--- src/rtl/vga_pkg.sv ---
// Shared framebuffer geometry, writer FSM encoding and the RGB332 blue-channel expansion.
package vga_pkg;
  localparam int H_IMG   = 320;
  localparam int V_IMG   = 240;
  localparam int PIX_CNT = H_IMG * V_IMG;
  localparam int ADDR_W  = 17;

  typedef enum logic [1:0] {
    ST_IDLE        = 2'd0,
    ST_WAIT_VBLANK = 2'd1,
    ST_STREAM      = 2'd2
  } wr_state_t;

  // 2-bit blue spread over 3 bits so full-scale stays full-scale
  function automatic logic [2:0] b2_to_b3(input logic [1:0] b);
    case (b)
      2'b00:   return 3'b000;
      2'b01:   return 3'b011;
      2'b10:   return 3'b101;
      default: return 3'b111;
    endcase
  endfunction
endpackage

--- src/rtl/vga_rgb332_out.sv ---
// Display back end: captures the RAM byte, holds it for the odd pixel, expands RGB332 and
// delays the syncs so colour and sync leave together three cycles after the timing inputs.
module vga_rgb332_out
  import vga_pkg::*;
(
  input  logic       vga_clk,
  input  logic       rst,
  input  logic       i_de,
  input  logic       i_slot,
  input  logic       i_hs,
  input  logic       i_vs,
  input  logic [7:0] i_rdata,
  output logic [2:0] o_r,
  output logic [2:0] o_g,
  output logic [2:0] o_b,
  output logic       o_hs,
  output logic       o_vs
);
  logic [3:1] r_hs_pipe, r_vs_pipe;
  logic [2:1] r_de_pipe, r_slot_pipe;
  logic [7:0] r_pix;
  logic [7:0] w_pix;

  // RAM data is only meaningful two cycles after a read slot; otherwise replay the held byte
  assign w_pix = r_slot_pipe[2] ? i_rdata : r_pix;

  always_ff @(posedge vga_clk) begin
    if (rst) begin
      r_hs_pipe   <= '1;
      r_vs_pipe   <= '1;
      r_de_pipe   <= '0;
      r_slot_pipe <= '0;
      r_pix       <= '0;
      o_r         <= '0;
      o_g         <= '0;
      o_b         <= '0;
    end else begin
      r_hs_pipe   <= {r_hs_pipe[2:1], i_hs};
      r_vs_pipe   <= {r_vs_pipe[2:1], i_vs};
      r_de_pipe   <= {r_de_pipe[1], i_de};
      r_slot_pipe <= {r_slot_pipe[1], i_slot};
      if (r_slot_pipe[2]) r_pix <= i_rdata;
      if (r_de_pipe[2]) begin
        o_r <= w_pix[7:5];
        o_g <= w_pix[4:2];
        o_b <= b2_to_b3(w_pix[1:0]);
      end else begin
        o_r <= '0;
        o_g <= '0;
        o_b <= '0;
      end
    end
  end

  assign o_hs = r_hs_pipe[3];
  assign o_vs = r_vs_pipe[3];
endmodule

--- src/rtl/vga_fb_arbiter.sv ---
// Shares one single-port framebuffer RAM between 2x-upscaled VGA scan-out (even-x active
// cycles) and a frame writer that streams a full image into the remaining free cycles.
module vga_fb_arbiter
  import vga_pkg::*;
#(
  parameter int HORIZONTAL_IMAGEM = H_IMG,
  parameter int VERTICAL_IMAGEM   = V_IMG
) (
  input  logic              vga_clk,
  input  logic              rst,
  input  logic [9:0]        x_pixel,
  input  logic [9:0]        y_pixel,
  input  logic              data_enable,
  input  logic              VGAHS_in,
  input  logic              VGAVS_in,
  input  logic              wr_start,
  input  logic              wr_valid,
  input  logic [7:0]        wr_data,
  output logic              wr_ready,
  output logic              wr_busy,
  output logic              wr_done,
  output logic [ADDR_W-1:0] ram_addr,
  output logic              ram_we,
  output logic [7:0]        ram_wdata,
  input  logic [7:0]        ram_rdata,
  output logic [2:0]        VGA_R,
  output logic [2:0]        VGA_G,
  output logic [2:0]        VGA_B,
  output logic              VGAHS,
  output logic              VGAVS
);
  localparam logic [ADDR_W-1:0] LAST_ADDR = ADDR_W'(HORIZONTAL_IMAGEM * VERTICAL_IMAGEM - 1);

  wr_state_t         r_state;
  logic [ADDR_W-1:0] r_cnt, r_ram_addr;
  logic              r_ram_we, r_done, r_vs_prev;
  logic [7:0]        r_ram_wdata;
  logic              w_slot, w_vs_fall, w_ready, w_xfer;
  logic [ADDR_W-1:0] w_disp_addr;
  logic              w_unused;

  assign w_unused  = y_pixel[0];
  assign w_slot    = data_enable & ~x_pixel[0];
  assign w_vs_fall = r_vs_prev & ~VGAVS_in;
  assign w_ready   = (r_state == ST_STREAM) & ~w_slot;
  assign w_xfer    = wr_valid & w_ready;

  // (y>>1)*width as a constant shift-add chain over the set bits of the width
  always_comb begin
    w_disp_addr = ADDR_W'(x_pixel[9:1]);
    for (int i = 0; i < ADDR_W; i++)
      if (HORIZONTAL_IMAGEM[i]) w_disp_addr = w_disp_addr + (ADDR_W'(y_pixel[9:1]) << i);
  end

  always_ff @(posedge vga_clk) begin
    if (rst) begin
      r_state     <= ST_IDLE;
      r_cnt       <= '0;
      r_ram_addr  <= '0;
      r_ram_we    <= 1'b0;
      r_ram_wdata <= '0;
      r_done      <= 1'b0;
      r_vs_prev   <= 1'b1;
    end else begin
      r_vs_prev <= VGAVS_in;
      r_ram_we  <= 1'b0;
      r_done    <= 1'b0;
      if (w_slot) r_ram_addr <= w_disp_addr;
      case (r_state)
        ST_IDLE: if (wr_start) begin
          r_cnt   <= '0;
          r_state <= ST_WAIT_VBLANK;
        end
        ST_WAIT_VBLANK: if (w_vs_fall) r_state <= ST_STREAM;
        ST_STREAM: if (w_xfer) begin
          // w_xfer excludes display slots, so this never collides with the read address above
          r_ram_we    <= 1'b1;
          r_ram_addr  <= r_cnt;
          r_ram_wdata <= wr_data;
          r_cnt       <= r_cnt + 1'b1;
          if (r_cnt == LAST_ADDR) begin
            r_state <= ST_IDLE;
            r_done  <= 1'b1;
          end
        end
        default: r_state <= ST_IDLE;
      endcase
    end
  end

  assign wr_ready  = w_ready;
  assign wr_busy   = (r_state != ST_IDLE);
  assign wr_done   = r_done;
  assign ram_addr  = r_ram_addr;
  assign ram_we    = r_ram_we;
  assign ram_wdata = r_ram_wdata;

  vga_rgb332_out u_out (
    .vga_clk (vga_clk),
    .rst     (rst),
    .i_de    (data_enable),
    .i_slot  (w_slot),
    .i_hs    (VGAHS_in),
    .i_vs    (VGAVS_in),
    .i_rdata (ram_rdata),
    .o_r     (VGA_R),
    .o_g     (VGA_G),
    .o_b     (VGA_B),
    .o_hs    (VGAHS),
    .o_vs    (VGAVS)
  );
endmodule

--- config.mk ---
export PLATFORM = sky130hd
export DESIGN_NAME = vga_fb_arbiter
export DESIGN_NICKNAME = d
export VERILOG_FILES = /design/src/rtl/vga_pkg.sv /design/src/rtl/vga_rgb332_out.sv /design/src/rtl/vga_fb_arbiter.sv
export SDC_FILE = /design/constraint.sdc
export NUM_CORES = 1
export LEC_CHECK = 0
export BUFFER_PORTS_ARGS = -buffer_cell sky130_fd_sc_hd__buf_2
export CAP_MARGIN = 20
export CORE_MARGIN = 8
export CORE_UTILIZATION = 38
export CTS_CLUSTER_SIZE = 12
export DETAILED_ROUTE_END_ITERATION = 7
export PLACE_DENSITY_LB_ADDON = 0.12
export SLEW_MARGIN = 25
export SYNTH_ARGS = -nofsm -noshare
export SYNTH_HDL_FRONTEND = slang
export SYNTH_SLANG_ARGS = --single-unit
--- constraint.sdc ---
create_clock -name vga_clk -period 6.9 [get_ports vga_clk]
set_clock_uncertainty 0.15 [all_clocks]
set_input_delay 0.345 -clock vga_clk [delete_from_list [all_inputs] [get_ports vga_clk]]
set_output_delay 0.345 -clock vga_clk [all_outputs]
set_load 0.03 [all_outputs]
Yosys cells after proc, flatten, opt, wreduce, memory -nomap -nowiden
Index checks and enable logic that the tools add are counted.
{"block": "word_totals", "ff_bits": 74, "in_bits": 43, "out_inout_bits": 40, "elab_cells": 62}
{"block": "op_classes", "add_sub_neg": 3, "n_eq_ne": 9, "n_mux": 15, "n_bitwise": 10, "n_reduce_logical": 10}
{"op": "$mux W17", "n": 5}
{"op": "$pmux W17 S2", "n": 1}
{"op": "$add A16 B17 Y17", "n": 1}
{"op": "$add A17 B1 Y17 const B", "n": 1}
{"op": "$eq A17 B17 Y1 const B", "n": 1}
{"op": "$add A9 B15 Y16", "n": 1}
{"op": "$pmux W3 S3", "n": 1}
{"op": "$mux W2", "n": 4}
{"op": "$mux W8", "n": 1}
{"op": "$ne A2 B2 Y1 const B", "n": 3}
{"op": "$not A1 Y1", "n": 6}
{"op": "$pmux W2 S3", "n": 1}
{"op": "$and A1 B1 Y1", "n": 4}
{"op": "$eq A2 B1 Y1 const B", "n": 2}
{"op": "$eq A2 B2 Y1 const B", "n": 2}
{"op": "$logic_not A2 Y1", "n": 2}
{"op": "$reduce_and A4 Y1", "n": 1}
{"op": "$reduce_bool A2 Y1", "n": 2}
{"op": "$reduce_or A2 Y1", "n": 2}
{"op": "$reduce_and A3 Y1", "n": 1}
{"op": "$reduce_or A3 Y1", "n": 1}
{"op": "$mux W1", "n": 2}
{"op": "$ne A2 B1 Y1 const B", "n": 1}
{"op": "$reduce_and A2 Y1", "n": 1}

Logic depth before layout (Yosys ltp)
Gate-level depths: netlist of the first run.
{"block": "depth", "word_depth": 7, "ltp_mapped": 9, "depth_no_buf": 9}

Hierarchy
Synthesis of the first run repeated with hierarchy kept, for this count alone.
{"block": "hier_totals", "hier_cells": 391, "hier_area_um2": 3457.1}
{"mod": "vga_fb_arbiter", "n_inst": 1, "cells_per_inst": 323, "area_each_um2": 2608.8, "seq_area_each_um2": 940.9}
{"mod": "vga_rgb332_out", "n_inst": 1, "cells_per_inst": 68, "area_each_um2": 848.3, "seq_area_each_um2": 540.5}

Least setup slack after synthesis of the first run
No wires, ideal clock.
{"block": "synth_timing", "path_kind": "input port to flip-flop", "start": "input port x_pixel[9]", "end": "register r_ram_addr[15] (netlist: ram_addr[15])", "setup_ps": 60, "t_arrival_ps": 2383, "required_ps": 6690, "setup_slack_ps": 4307, "stages": 9, "n_path_buf": 0, "cell_sequence": "inv_1 fa_1 inv_1 ha_1 nor2b_1 o31a_1 o41a_1 a2111oi_0 o41a_1"}
{"block": "synth_via", "elab_chain_len": 5}
{"item": "from (decl)", "line_no": "vga_fb_arbiter.sv:11", "rtl": "input logic [9:0] x_pixel,"}
{"item": "$add A9 B15 Y16 (*)", "line_no": "vga_fb_arbiter.sv:52", "rtl": "if (HORIZONTAL_IMAGEM[i]) w_disp_addr = w_disp_addr + (ADDR_W'(y_pixel[9:1]) << i);"}
{"item": "$add A16 B17 Y17 (*)", "line_no": "vga_fb_arbiter.sv:52"}
{"item": "$mux W17 (*)", "line_no": "vga_fb_arbiter.sv:68", "rtl": "if (w_slot) r_ram_addr <= w_disp_addr;"}
{"item": "$mux W17", "line_no": "vga_fb_arbiter.sv:75", "rtl": "ST_STREAM: if (w_xfer) begin"}
{"item": "$mux W17 (*)", "line_no": "vga_fb_arbiter.sv:69", "rtl": "case (r_state)"}
{"item": "to (signal assigned)", "line_no": "vga_fb_arbiter.sv:68"}
{"item": "to (signal assigned)", "line_no": "vga_fb_arbiter.sv:78", "rtl": "r_ram_addr <= r_cnt;"}
{"item": "to (decl)", "line_no": "vga_fb_arbiter.sv:35", "rtl": "logic [ADDR_W-1:0] r_cnt, r_ram_addr;"}
Every way passes the cells marked *; elsewhere a longest branch is shown, timed or not.
A chain may end at the register's enable or synchronous reset.

Final worst setup path of the first run
Same ends and word-level chain as after synthesis.

==> results of run 1 <==
where the power goes:
| group | switching [mW] | internal, mW |
|---|---|---|
| sequential | 0.00984 | 0.434 |
| combinational | 0.0851 | 0.0526 |
| clock | 0.164 | 0.168 |
| total | 0.259 | 0.655 |
layer usage:
metal / wire, µm / vias up / part of all wire / GRT usage
li1: - / 1502 / - / -
met1: 3870 / 1391 / 0.46 / 0.174
met2: 4000 / 60 / 0.47 / 0.239
met3: 505 / 9 / 0.060 / 0.0453
met4: 89 / 0 / 0.011 / 0.0457
met5: 0 / - / 0 / 0
state kept, by name (all words and copies together), names as in the netlist:
signal and flops:
ram_we 1, u_out.r_hs_pipe 3, u_out.o_r 3, u_out.r_slot_pipe 2, u_out.r_pix 8, u_out.r_de_pipe 2, r_cnt 17, r_state 2
u_out.r_vs_pipe 3, ram_addr 17, u_out.o_g 3, wr_done 1, u_out.o_b 3, ram_wdata 8
kinds of logic (layout without fill, tap and decap cells):
| family | Yosys count | in the layout |
|---|---|---|
| multiplexers | 9 | 9 |
| AND/OR/NAND/NOR | 165 | 165 |
| buffers and inverters | 31 | 112 |
| AO/OA/AOI/OAI | 76 | 76 |
| flip-flops | 73 | 73 |
| adder cells (fa/ha/maj) | 20 | 20 |
| XOR/XNOR | 7 | 7 |
cell type report:
| type | count | share of cell area |
|---|---|---|
| clock inverters | 6 | 0.0167 |
| multi-input cells | 277 | 0.442 |
| inverters | 13 | 0.0121 |
| well taps | 108 | 0.0334 |
| flip-flops and latches | 73 | 0.361 |
| clock buffers | 10 | 0.0315 |
| repair buffers | 83 | 0.104 |
how the worst max path moves through the flow:
stage	startpoint	to	slack [ns]	depth (start not counted)
floorplan	x_pixel[9]	ram_addr[15]	4.31	9
global placement	x_pixel[9]	ram_addr[15]	4.08	10
detailed placement	x_pixel[9]	ram_addr[15]	4.06	10
CTS	r_state[0]	ram_addr[15]	4.11	5
global route	r_cnt[3]	r_cnt[10]	4.20	5
finish	x_pixel[9]	ram_addr[15]	4.39	10
Yosys cell counts, types with 2 or more instances:
library cell  number  area (µm²)
a311oi_1           7        61.3
or3_1              2        12.5
clkbuf_1          13        48.8
mux2i_1            9        90.1
o31ai_1            5        37.5
nand2_1           47         176
nand4_1            3        18.8
xor2_1             2        17.5
a21o_1             3        22.5
o21ai_0            9        45.0
nand3b_1           3        22.5
buf_1              3        11.3
nor4_1             2        12.5
a211oi_1           7        52.6
o41ai_1            3        26.3
and2_1             9        56.3
or2_2              8        50.1
xnor2_1            5        43.8
or4_1              5        37.5
o41a_1             2        22.5
a21oi_1           25         125
nand3_1            8        40.0
and4_1             2        17.5
ha_1              18         225
dfxtp_1           73        1460
or3b_2             3        26.3
nor3_1             8        40.0
nor2_1            44         165
o221ai_1           2        17.5
nand2b_1           3        18.8
nor2b_1            8        50.1
a221oi_1           2        17.5
fa_1               2        40.0
inv_1             13        48.8
a2111oi_0          2        17.5
a211o_1            2        17.5
and3_1             2        12.5
per-stage QoR:
step | power, mW | instance area [µm²] | setup slack (ns) | hold WS (ns)
final | 0.915 | 4050 | 4.39 | 0.0314
after global routing | 0.963 | 4050 | 4.20 | 0.0163
after CTS | 0.927 | 4040 | 4.11 | 0.0156
after detailed placement | 0.592 | 3850 | 4.06 | 0.243
after global placement | 0.591 | 3850 | 4.08 | 0.244
after floorplan | 0.547 | 3370 | 4.31 | 0.239
==> reports/results.tsv, run 1 <==
metric	value	unit
status	finished clean	
reg2reg_to	r_cnt[16]	
synth_edf_count	0	
netlist_area	3370	µm²
avgSynthCellArea	8.84	µm²
cts_buffer_depth	2	
timing.rr.start	r_cnt[3]	
grt_max_degree	48	
final_common_cell	buf_2	
ys_async_sr_fraction	0	
drc	0	
antenna_cells	0	
place.port_buffers	81	
fp.dieH	110	µm
antenna_found_initial	0	
tightest_slew	0.869	ns
synth_fa_ha_area_frac	0.0787	
syn-num-nets	444	
crit_required	7.03	ns
critPathSlowestCell	a2111oi_0	
hp-start	VGAHS_in	
synth.area.mux_share	0.0267	
hold_violations	0	
yosysSeqAreaShare	0.434	
cts-root-buf	clkbuf_8	
max_slew_margin	0.421	
max_freq	398	MHz
reg2reg_slack	4.43	ns
ys_seq_elements	73	
post_cts_buffers	0	
synth-compound-area-share	0.157	
dp.cells	554	
cp_data_arrival_time	2.64	ns
maxCapViolCount	0	
mostFrequentLayoutCells	buf_2 (81), dfxtp_1 (73), nand2_1 (46)	
first_pass_iters	4	
syn_to_final_growth	20.2	%
period_share	0.364	
min_path_type	in -> reg	
synth_xor_area_frac	0.0182	
synth_top_family_by_area	simple AND/OR/NAND/NOR gates	
drtIter0Drc	117	
peakVddDrop	0.0799	mV
synth_cell_type_count	54	
seq_area	1460	µm²
synthSimpleGateAreaFrac	0.248	
post_drt_wl_per_cell	14.9	µm
design.die.area	12100	µm²
clock_sinks	73	
grt_pass1_wl	14.0	mm
dominantRegCellSynth	dfxtp_1	
track_usage	0.144	
coreArea	8680	µm²
clk_pin_slew_worst_paths	0.08	ns
cts_inserted_buffers	9	
fp.dieW	110	µm
p_per_area	226	nW/µm²
fillers	914	
setup-tns-final	0	ns
start_kind	input port	
drt_wl_total	8.47	mm
cts_hold_buf	0	
overflow	0	
rows	34	
cts_resized	0	
rr_worst_depth	5	
drive_gt1_frac	0.247	
start_util	0.388	
crit_buf_inv	3	
clk_latency	0.34	ns
end_kind	flip-flop	
viasPerCell	5.20	
crit_path_cell_trace	buf_2 -> inv_1 -> fa_1 -> inv_1 -> ha_1 -> nor2b_1 -> o31a_1 -> o41a_1 -> a2111oi_0 -> o41a_1	
layoutNonFillerInstCount	570	
layout.nets	520	
multi_input_area	1790	µm²
top_level_ports	83	
layout_min_cycle_time	2.51	ns
synthCells	381	
drv_slew	0	
grt_pass1_vias	2988	
crit_fanout	4	
path_class	in -> reg	
leakage	1.70	nW
slowest_delay	0.42	ns
cts_tree	done	
antenna_left	0	
crit_family	compound AO/OA/AOI/OAI gates	
htreeDepth	3	
dp_hpwl	6.13	mm
rsz0062_at_grt	false	
post-route-util	0.467	
vias	2962	
gp_congestion	0.804	
finalSetupViolations	0	
hold_end	u_out.r_hs_pipe[1]	
hold_depth	2	
ys_warn_count	0	
Power figures use the tool's default switching activity.
==> inputs of run 2 (changes only) <==
Clock period 6.9 ns to 2.45 ns, I/O delays scaled along.
==> run 2 against run 1 <==
  * Via count grew 4.4%
  * Clock-buffer cell count shrank 1
  * Final cell count rose by 7.7%
  * Sequential share of layout area decreased by 3.6 points
  * Critical endpoint is now r_cnt[15]
==> reports/results.tsv, run 2 (synthesis results as in run 1) <==
metric	value	unit	change
post-route-util	0.518		+0.0513
start_kind	input port		
p_clk_frac	0.383		+0.019
grt_pass1_wl	14.9	mm	+6.7%
crit_fanout	9		+5
rsz0062_at_grt	false		
final_common_cell	buf_2		
viasPerCell	5.04		-3.1%
place.port_buffers	81		unchanged
cts_hold_buf	36		+36
hold_violations	0		unchanged
drc	0		unchanged
path_class	in -> reg		
drive_gt1_frac	0.239		-0.00762
p_seq_frac	0.457		-0.029
fp.dieW	110	µm	unchanged
overflow	0		unchanged
cts_resized	0		unchanged
status	finished clean		
syn_to_final_growth	33.4	%	
cts_tree	done		
cp_data_arrival_time	2.34	ns	-0.30 ns
dp_hpwl	6.32	mm	+3.1%
layout_min_cycle_time	2.22	ns	
grt_max_degree	39		-19%
cts_inserted_buffers	9		unchanged
drt_wl_total	8.90	mm	+5.0%
finalPower	2.74	mW	+200%
end_kind	flip-flop		
first_pass_iters	4		unchanged
fillers	871		-4.7%
max_freq	450	MHz	
tightest_slew	0.562	ns	-0.307 ns
post_cts_buffers	0		unchanged
crit_required	2.57	ns	-4.46 ns
antenna_found_initial	0		unchanged
design.die.area	12100	µm²	unchanged
dp_slack	-0.0883	ns	-4.15 ns
track_usage	0.154		+0.00947
layout.nets	565		+8.7%
maxCapViolCount	0		unchanged
antenna_cells	0		unchanged
top_level_ports	83		unchanged
cts-root-buf	clkbuf_8		
clk_latency	0.35	ns	about the same
p_int	1.99	mW	+200%
drv_slew	0		unchanged
min_path_type	in -> reg		
cts_buffer_depth	2		unchanged
p_per_area	610	nW/µm²	+170%
netSwitchingPower	751	µW	+190%
antenna_left	0		unchanged
coreArea	8680	µm²	unchanged
p_comb_frac	0.161		+0.010
hold_ws	0.0682	ns	+0.0368 ns
max_slew_margin	0.624		+0.204
setup_ws	0.229	ns	-4.16 ns
clock_sinks	73		unchanged
gp_congestion	0.818		+1.8%
grt_pass1_vias	3165		+5.9%
peakVddDrop	0.316	mV	+300%
crit_path_cell_trace	dlygate4sd3_1 -> buf_2 -> nand2b_1 -> a31oi_4 -> or3_1 -> or4_1 -> a21oi_1		
fp.dieH	110	µm	unchanged
clk_pin_slew_worst_paths	0.08	ns	about the same
power.share.switching	0.274		-0.00929
period_share	0.906		
slowest_delay	0.55	ns	+0.13 ns
setup-tns-final	0	ns	unchanged
mostFrequentLayoutCells	buf_2 (81), dfxtp_1 (73), nand2_1 (47)		
finalSetupViolations	0		unchanged
vias	3093		+4.4%
rows	34		unchanged
htreeDepth	3		unchanged
leakage	1.92	nW	+13%
critPathSlowestCell	or3_1		
start_util	0.388		unchanged
drtIter0Drc	139		+19%
post_drt_wl_per_cell	14.5	µm	-2.5%
## run 2: through the flow
stage	std cells	cell area (µm²)
2_1_floorplan	381	3370
3_3_place_gp	563	3920
6_report	614	4490
4_1_cts	614	4490
3_5_place_dp	563	3920
5_1_grt	614	4490
## run 2: worst paths after layout
path / startpoint / end / slack [ns] / cells after the start
worst max-delay path: x_pixel[0] / r_cnt[15] / 0.23 / 7
worst min-delay path: rst / u_out.o_g[0] / 0.07 / 3
worst max register to register: r_state[1] / r_cnt[15] / 0.26 / 5
worst min register to register: u_out.r_hs_pipe[2] / u_out.r_hs_pipe[3] / 0.26 / 1
## run 2: worst max-delay path: cells and delay by family
kind / cells / cell delay [ns]
simple gates: 3 / 1.27
buf+inv: 2 / 0.64
compound gates: 2 / 0.32
## run 2: metal layers
layer	vias to the layer above	GRT usage	share of wire
met1	1429	0.191	0.47
li1	1596	-	-
met2	57	0.248	0.47
met5	-	0	0
met4	0	0.0542	0.014
met3	11	0.0453	0.052
## run 2: area by class of cell
cell class | instances | area, µm² | share of cell area
clock inverters | 6 | 93.8 | 0.0209
clock buffers | 9 | 124 | 0.0276
inverters | 13 | 48.8 | 0.0109
multi-input cells | 277 | 1780 | 0.397
well taps | 108 | 135 | 0.0301
flip-flops and latches | 73 | 1460 | 0.325
repair buffers | 128 | 848 | 0.189
## run 2: power groups by stage
stage               combinational (mW)  clock [mW]  sequential [mW]
floorplan                        0.220           0             1.32
global placement                 0.403           0             1.28
detailed placement               0.405           0             1.28
CTS                              0.445        1.06             1.25
global route                     0.493        1.12             1.26
finish                           0.441        1.05             1.25
